--- src/rtl/int24_to_float_tx.sv ---
`default_nettype none
// ============================================================================
//  Module      : int24_to_float_tx
//  Description : Buffers signed 24-bit ADC samples in a FIFO. Converts each one
//                exactly to IEEE-754 single precision with a bit-serial
//                normaliser, then sends it over a valid/ready handshake.
//  Revision    : 1.0 - initial release
// ============================================================================
module int24_to_float_tx #(
   parameter int FIFO_DEPTH = 4
) (
   input  logic        i_CLK,
   input  logic        i_RSTN,
   input  logic [23:0] i_ADC_DATA,
   input  logic        i_ADC_DATA_VALID,
   input  logic        i_OVF_CLR,
   output logic        o_OVERFLOW,
   output logic [31:0] o_X_DATA,
   output logic        o_X_DATA_VALID,
   input  logic        i_X_DATA_READY
);

   localparam int              c_aw   = (FIFO_DEPTH > 1) ? $clog2(FIFO_DEPTH) : 1;
   localparam int              c_cw   = $clog2(FIFO_DEPTH + 1);
   localparam logic [c_cw-1:0] c_full = c_cw'(FIFO_DEPTH);

   typedef enum logic [1:0] {
      ST_IDLE = 2'd0,
      ST_NORM = 2'd1,
      ST_SEND = 2'd2
   } state_t;

   logic [23:0]     r_mem [FIFO_DEPTH];
   logic [c_aw-1:0] r_wptr;
   logic [c_aw-1:0] r_rptr;
   logic [c_cw-1:0] r_count;
   logic            r_overflow;

   state_t          r_state,  w_state_nxt;
   logic            r_sign,   w_sign_nxt;
   logic [23:0]     r_mag,    w_mag_nxt;
   logic [7:0]      r_exp,    w_exp_nxt;
   logic [31:0]     r_xdata,  w_xdata_nxt;
   logic            r_valid,  w_valid_nxt;

   logic            w_full;
   logic            w_push;
   logic            w_pop;
   logic [23:0]     w_head;

   // Full is judged on the pre-edge count, so a simultaneous pop never frees room.
   assign w_full = (r_count == c_full);
   assign w_push = i_ADC_DATA_VALID && !w_full;
   assign w_head = r_mem[r_rptr];

   always_ff @(posedge i_CLK) begin
      if (w_push) begin
         r_mem[r_wptr] <= i_ADC_DATA;
      end
   end

   always_ff @(posedge i_CLK or negedge i_RSTN) begin
      if (!i_RSTN) begin
         r_wptr     <= '0;
         r_rptr     <= '0;
         r_count    <= '0;
         r_overflow <= 1'b0;
      end else begin
         if (w_push) begin
            r_wptr <= r_wptr + c_aw'(1);
         end
         if (w_pop) begin
            r_rptr <= r_rptr + c_aw'(1);
         end
         case ({w_push, w_pop})
            2'b10:   r_count <= r_count + c_cw'(1);
            2'b01:   r_count <= r_count - c_cw'(1);
            default: r_count <= r_count;
         endcase
         if (i_ADC_DATA_VALID && w_full) begin
            r_overflow <= 1'b1;
         end else if (i_OVF_CLR) begin
            r_overflow <= 1'b0;
         end
      end
   end

   always_ff @(posedge i_CLK or negedge i_RSTN) begin
      if (!i_RSTN) begin
         r_state <= ST_IDLE;
         r_sign  <= 1'b0;
         r_mag   <= '0;
         r_exp   <= '0;
         r_xdata <= '0;
         r_valid <= 1'b0;
      end else begin
         r_state <= w_state_nxt;
         r_sign  <= w_sign_nxt;
         r_mag   <= w_mag_nxt;
         r_exp   <= w_exp_nxt;
         r_xdata <= w_xdata_nxt;
         r_valid <= w_valid_nxt;
      end
   end

   always_comb begin
      w_state_nxt = r_state;
      w_sign_nxt  = r_sign;
      w_mag_nxt   = r_mag;
      w_exp_nxt   = r_exp;
      w_xdata_nxt = r_xdata;
      w_valid_nxt = r_valid;
      w_pop       = 1'b0;
      case (r_state)
         ST_IDLE: begin
            if (r_count != '0) begin
               w_pop       = 1'b1;
               w_sign_nxt  = w_head[23];
               // 24-bit negate: -8388608 wraps to 24'h800000, the correct magnitude.
               w_mag_nxt   = w_head[23] ? (~w_head + 24'd1) : w_head;
               w_exp_nxt   = 8'd150;
               w_state_nxt = ST_NORM;
            end
         end
         ST_NORM: begin
            if (r_mag == '0) begin
               w_xdata_nxt = 32'h0000_0000;
               w_valid_nxt = 1'b1;
               w_state_nxt = ST_SEND;
            end else if (r_mag[23]) begin
               w_xdata_nxt = {r_sign, r_exp, r_mag[22:0]};
               w_valid_nxt = 1'b1;
               w_state_nxt = ST_SEND;
            end else begin
               w_mag_nxt   = {r_mag[22:0], 1'b0};
               w_exp_nxt   = r_exp - 8'd1;
            end
         end
         ST_SEND: begin
            if (r_valid && i_X_DATA_READY) begin
               w_valid_nxt = 1'b0;
               w_state_nxt = ST_IDLE;
            end
         end
         default: begin
            w_valid_nxt = 1'b0;
            w_state_nxt = ST_IDLE;
         end
      endcase
   end

   assign o_OVERFLOW     = r_overflow;
   assign o_X_DATA       = r_xdata;
   assign o_X_DATA_VALID = r_valid;

endmodule
`default_nettype wire

--- config.mk ---
export PLATFORM = sky130hd
export DESIGN_NAME = int24_to_float_tx
export DESIGN_NICKNAME = d
export VERILOG_FILES = /design/src/rtl/int24_to_float_tx.sv
export SDC_FILE = /design/constraint.sdc
export NUM_CORES = 1
export LEC_CHECK = 0
export ABC_CLOCK_PERIOD_IN_PS = 3300
export CELL_PAD_IN_SITES_DETAIL_PLACEMENT = 1
export CELL_PAD_IN_SITES_GLOBAL_PLACEMENT = 1
export CORE_MARGIN = 5
export CORE_UTILIZATION = 43
export CTS_CLUSTER_SIZE = 30
export DETAILED_ROUTE_END_ITERATION = 8
export HOLD_SLACK_MARGIN = 0.15
export PLACE_DENSITY = 0.78
export SYNTH_ARGS = -nofsm -noshare
export SYNTH_HDL_FRONTEND = slang
export SYNTH_SLANG_ARGS = --single-unit
--- constraint.sdc ---
create_clock -name i_CLK -period 3.3 [get_ports i_CLK]
set_clock_uncertainty 0.05 [all_clocks]
set_input_delay 0.66 -clock i_CLK [delete_from_list [all_inputs] [get_ports i_CLK]]
set_output_delay 0.66 -clock i_CLK [all_outputs]
set_load 0.02 [all_outputs]
==> flow_summary.ini, run 1 <==
[power]
worst_ir_drop_vdd_mv = 0.473
p_seq_share_pct = 37.7
intPower_w = 0.00567
power_density_nw_per_um2 = 1030
finalPower_w = 0.00914
pwr-share-clk_pct = 20.8
p_leak_nw = 3.33
power.switching_w = 0.00347
p_sw_share_pct = 38.0
share_comb_of_total_power_pct = 41.5

[yosys]
synth_cell_type_count = 53
yosys.area.top_type_share_pct = 39.8
syn-cell-area_um2 = 7250
synthCells = 497
postSynth.asyncResetShare_pct = 44.2
yosysSeqAreaShare_pct = 66.0
synth_flop_cell = edfxtp_1
syn_nets = 534
syn_avg_cell_area_um2 = 14.6
synth-edff-count = 96
synth_warnings = 0
synthTopCellsByArea = edfxtp_1 (40%), dfrtp_1 (26%), mux4_2 (5.6%)
yosys.area.top_type = edfxtp_1
yosys_register_bits = 172

[final_layout]
multiInputGateArea_um2 = 2310
area_growth_pct = 22.0
final_cell_mix = edfxtp_1 (96), dfrtp_1 (75), clkdlybuf4s50_1 (61), a22o_1 (34), o21ai_0 (33)
layout.area.seq_um2 = 4790
final_cell_area_um2 = 8850
final_cells = 818
nets = 622
final_common_cell = edfxtp_1
fillers = 1619
drive_gt1_share_pct = 15.2
antennaDiodeCount = 0

[outcome]
status = finished, final reports clean

[floorplan]
core_area_um2 = 16600
fp-row-count = 47
dieArea_um2 = 19600
start_util_pct = 43.7
io_pins = 63
die_x_um = 140
chipHeight_um = 140

[worst_setup_path]
r2r_start = r_rptr[0]$_DFFE_PN0P_
worst-r2r-cell-count = 6
worst_ep_required_time_ns = 3.61
cp_max_fo = 5
worstSetupStartpoint = r_rptr[0]$_DFFE_PN0P_
end_kind = register
arrival_ns = 3.49
worstSetupPathType = reg -> reg
cp-start-kind = register
rrSetupSlack_ns = 0.12

[placed_design]
placed_cell_area_um2 = 8270
io_buffer_count = 62
dp.cells = 786
gp_congestion = 0.831
hpwl_um = 11400

[clock_tree]
clk_path_buf_depth = 2
clock_sinks = 172
post_cts_buffers = 0
clkLatencyLatePin_ns = 0.43
clk_pin_slew_ns = 0.07
cts-hold-fix-buffers = 0
h-tree-depth = 4
cts_buffers = 17
cts-root-buf = clkbuf_16
cts_tree = yes

[routing]
wirelength_um = 16800
viasPerCell = 5.65
post_drt_wl_per_cell_um = 20.6
antenna_left = 0
drt_first_pass_iters = 4
vias = 4621
drt_iter0_markers = 350
remaining_drc_errors = 0

[global_route]
first_global_vias = 4895
grt_pass1_wl_um = 26900
grt.total_usage_pct = 17.7
grt_max_degree = 77
grt_remaining_overflow = 0
antenna_found_initial = 0

[min_path]
hold_class = in -> async

[sta]
fmax_ghz = 0.314
rsz0062_at_grt = no
setup_viol = 0
period_share_pct = 96.4
worst_slew_pin_slew_ns = 0.956
fin_crit_ns = 3.18
max_slew_margin_pct = 36.2
finalMaxSlewViolations = 0
fin_tns_setup_ns = 0
hold_viol = 0

[job]
cap_violations = 0
critical path, cell delays in order (launching register included):
cell and delay, ns:
dfrtp_2 0.45, mux4_2 0.53, or4_4 0.56, or4_4 0.55, or3_4 0.34, or4b_1 0.47
a31oi_1 0.17
logic make-up after synthesis:
family,after synthesis,share of synthesized area [%]
AOI/OAI and AO/OA,121,11.6
DFF,172,66.0
muxes,31,8.75
buffers and inverters,37,2.04
adders and majority gates,8,1.48
and+or+nand+nor,103,7.13
xor gates and xnor gates,25,3.02
path summary, 6_finish.rpt:
kind | to
max | r_mag[19]$_DFFE_PN0P_
min | o_X_DATA[29]$_DFFE_PN0P_
max reg2reg | r_mag[19]$_DFFE_PN0P_
min reg2reg | o_X_DATA[24]$_DFFE_PN0P_
max in group asynchronous | r_rptr[0]$_DFFE_PN0P_
min in group i_CLK | o_X_DATA[24]$_DFFE_PN0P_
flip-flops by register name, summed over array words and instances, names as in the netlist:
register        count
r_sign              1
r_mem              96
r_wptr              2
o_X_DATA_VALID      1
r_state             2
o_X_DATA           32
r_rptr              2
r_count             3
r_exp               8
r_mag              24
o_OVERFLOW          1
area by class of cell:
cell class | count | share of cell area, %
flip-flops and latches | 172 | 54.1
multi-input cells | 288 | 26.2
repair buffers | 91 | 9.58
clock buffers | 17 | 4.81
well taps | 220 | 3.11
clock inverters | 15 | 1.60
inverters | 15 | 0.636
metrics by stage:
step	utilization, %	hold slack, ns	setup slack (ns)
after global placement	49.9	0.431	0.0356
after CTS	53.3	0.360	0.0346
after detailed placement	49.9	0.439	-0.0163
after floorplan	-	0.314	0.0473
after global routing	53.3	0.412	0.0216
final	53.3	0.323	0.117
timing repair:
| item | in CTS | in global routing |
|---|---|---|
| resized for setup | 2 | 4 |
| pin swaps | 0 | 3 |
| gates cloned | 0 | 0 |
| endpoints found under the setup margin | 1 | 2 |
synthesized netlist by cell type (6+ instances only):
cell      instances
o21ai_0          33
xnor2_1          10
a21oi_1          14
or3_1             6
edfxtp_1         96
mux4_2           18
a22o_1           34
nor2_1           29
mux2i_1           6
a211oi_1          6
inv_1            13
ha_1              7
a22oi_1           9
mux4_1            6
xor2_1           15
dfrtp_1          76
nand2_1          27
nor4_1            7
clkbuf_1         19
power groups by stage:
stage          clock [W]  combinational, W  sequential, W
2_1_floorplan          0           0.00225        0.00350
3_3_place_gp           0           0.00363        0.00343
3_5_place_dp           0           0.00378        0.00348
4_1_cts          0.00193           0.00383        0.00344
5_1_grt          0.00205           0.00412        0.00351
6_report         0.00190           0.00380        0.00345
per-layer routing:
metal | up-vias | wire length (µm) | global-route usage (%)
met2 | 112 | 8440 | 29.8
met1 | 2397 | 7470 | 23.0
met4 | 0 | 192 | 5.10
met5 | - | 0 | 0
li1 | 2096 | - | -
met3 | 16 | 716 | 3.95
(Power assumes the default switching activity.)
==> run 2: changes to the inputs <==
- CORE_UTILIZATION: 43 -> 32
- PLACE_DENSITY: 0.78 -> 0.62
==> run 2 against run 1 <==
Global-route usage fell by 4.1 points. Register-to-register slack got worse by 0.05 ns. Setup slack got worse by 0.050 ns. Count of clock-buffer cells in the layout did not move. Sequential cell count did not move. Routed wire length rose by 2.5%. Die area rose by 32%. Fmax fell by 1.5%. Power rose by 0.66%. First-iteration DRC count fell by 24%. Via count fell by 1.6%.
==> flow_summary.ini, run 2 (same netlist as run 1, synthesis figures left out) <==
[clock_tree]
cts-root-buf = clkbuf_16
clkLatencyLatePin_ns = 0.43
clk_pin_slew_ns = 0.07
clock_sinks = 172
cts_tree = yes
cts-hold-fix-buffers = 0
h-tree-depth = 4
cts_buffers = 17
clk_path_buf_depth = 2

[worst_setup_path]
end_kind = register
cp-start-kind = register
arrival_ns = 3.47
worst-r2r-cell-count = 7
cp_max_fo = 5
worst_ep_required_time_ns = 3.54
worstSetupPathType = reg -> reg

[sta]
final.setup.worst_slack_ns = 0.0673
finalMaxSlewViolations = 0
period_share_pct = 98.0
fmax_ghz = 0.309
setup_viol = 0
hold_viol = 0
holdWs_ns = 0.323
worst_slew_pin_slew_ns = 1.00
fin_crit_ns = 3.23
rsz0062_at_grt = no
max_slew_margin_pct = 33.1

[outcome]
status = finished, final reports clean

[global_route]
first_global_vias = 4772
grt_max_degree = 77
grt_remaining_overflow = 0
grt.total_usage_pct = 13.6
grt_pass1_wl_um = 27300
antenna_found_initial = 0

[placed_design]
gp_congestion = 0.787
io_buffer_count = 62
dp.cells = 853
hpwl_um = 12000
dp_slack_ns = -0.0918

[routing]
drt_iter0_markers = 266
wl_met3_um = 658
wirelength_um = 17200
met2_length_um = 8220
post_drt_wl_per_cell_um = 19.5
vias = 4549
drt_first_pass_iters = 4
viasPerCell = 5.14
top_layer_used = met4
remaining_drc_errors = 0
antenna_left = 0
wl_met1_um = 8140

[floorplan]
chipHeight_um = 161
io_pins = 63
start_util_pct = 32.2
dieArea_um2 = 25800
core_area_um2 = 22500
fp-row-count = 55
die_x_um = 161

[job]
cap_violations = 0

[min_path]
hold_class = in -> async

[final_layout]
final_cells = 885
antennaDiodeCount = 0
final_common_cell = edfxtp_1
nets = 624
largest_reg_flops = 96
fillers = 2284
final_cell_mix = edfxtp_1 (96), dfrtp_1 (75), clkdlybuf4s50_1 (61), a22o_1 (34), o21ai_0 (33)
area_growth_pct = 23.7
drive_gt1_share_pct = 15.7
largest-register = r_mem
fin_util_pct = 39.8

[power]
finalPower_w = 0.00921
power_density_nw_per_um2 = 1030
p_leak_nw = 3.36
worst_ir_drop_vdd_mv = 0.312
[run 2: cell count changes in the layout (fill, tap and decap cells not counted), moves of 2 or more]
cell	change
clkinv_8	+2
inv_8	+3
buf_6	-2
clkinvlp_2	-2
buf_4	+4
clkinv_4	-2
[run 2: layout make-up]
type / instances / area [µm²] / share of cell area (%)
Tap cell: 285 / 357 / 3.98
Clock buffer: 17 / 425 / 4.74
Multi-Input combinational cell: 288 / 2340 / 26.1
Timing Repair Buffer: 93 / 855 / 9.53
Sequential cell: 172 / 4790 / 53.4
Inverter: 15 / 56.3 / 0.628
Clock inverter: 15 / 151 / 1.69
[run 2: worst max-delay path, cell delays in order, from the launching register on]
cell and delay (ns):
dfrtp_2 0.45, mux4_2 0.53, or4_4 0.58, or4_4 0.50
or3_4 0.34, buf_4 0.15, o21ai_0 0.35, a31oi_4 0.13
[run 2: worst paths after layout]
path                                     startpoint                        to  slack [ns]
max                           r_rptr[0]$_DFFE_PN0P_     r_mag[19]$_DFFE_PN0P_        0.07
min                                          i_RSTN     r_wptr[1]$_DFFE_PN0P_        0.32
max reg2reg                   r_rptr[0]$_DFFE_PN0P_     r_mag[19]$_DFFE_PN0P_        0.07
min reg2reg                o_X_DATA[12]$_DFFE_PN0P_  o_X_DATA[12]$_DFFE_PN0P_        0.45
max in group asynchronous                    i_RSTN     r_rptr[0]$_DFFE_PN0P_        2.14
min in group i_CLK         o_X_DATA[12]$_DFFE_PN0P_  o_X_DATA[12]$_DFFE_PN0P_        0.45
[run 2: through the flow]
step,area [µm²],setup TNS [ns]
global placement,8370,-0.00577
floorplan,7250,0
detailed placement,8370,-0.108
finish,8970,0
CTS,8940,0
global route,8970,0
[run 2: power by group]
part / internal (W) / total, W / switching [W]
Combinational: 0.00168 / 0.00383 / 0.00214
Sequential: 0.00296 / 0.00345 / 0.000488
Clock: 0.00101 / 0.00193 / 0.000922
[run 2: routing by layer]
layer	GRT usage, %	up-vias
met5	0	-
met1	18.5	2334
met2	21.5	95
met3	3.36	15
li1	-	2105
met4	4.07	0
[run 2: repair_timing]
item / CTS / global route
endpoints found under the hold margin: 0 / 0
pin swaps: 0 / 4
buffers inserted: 0 / 0
gates resized for setup: 2 / 4
endpoints found under the setup margin: 2 / 1
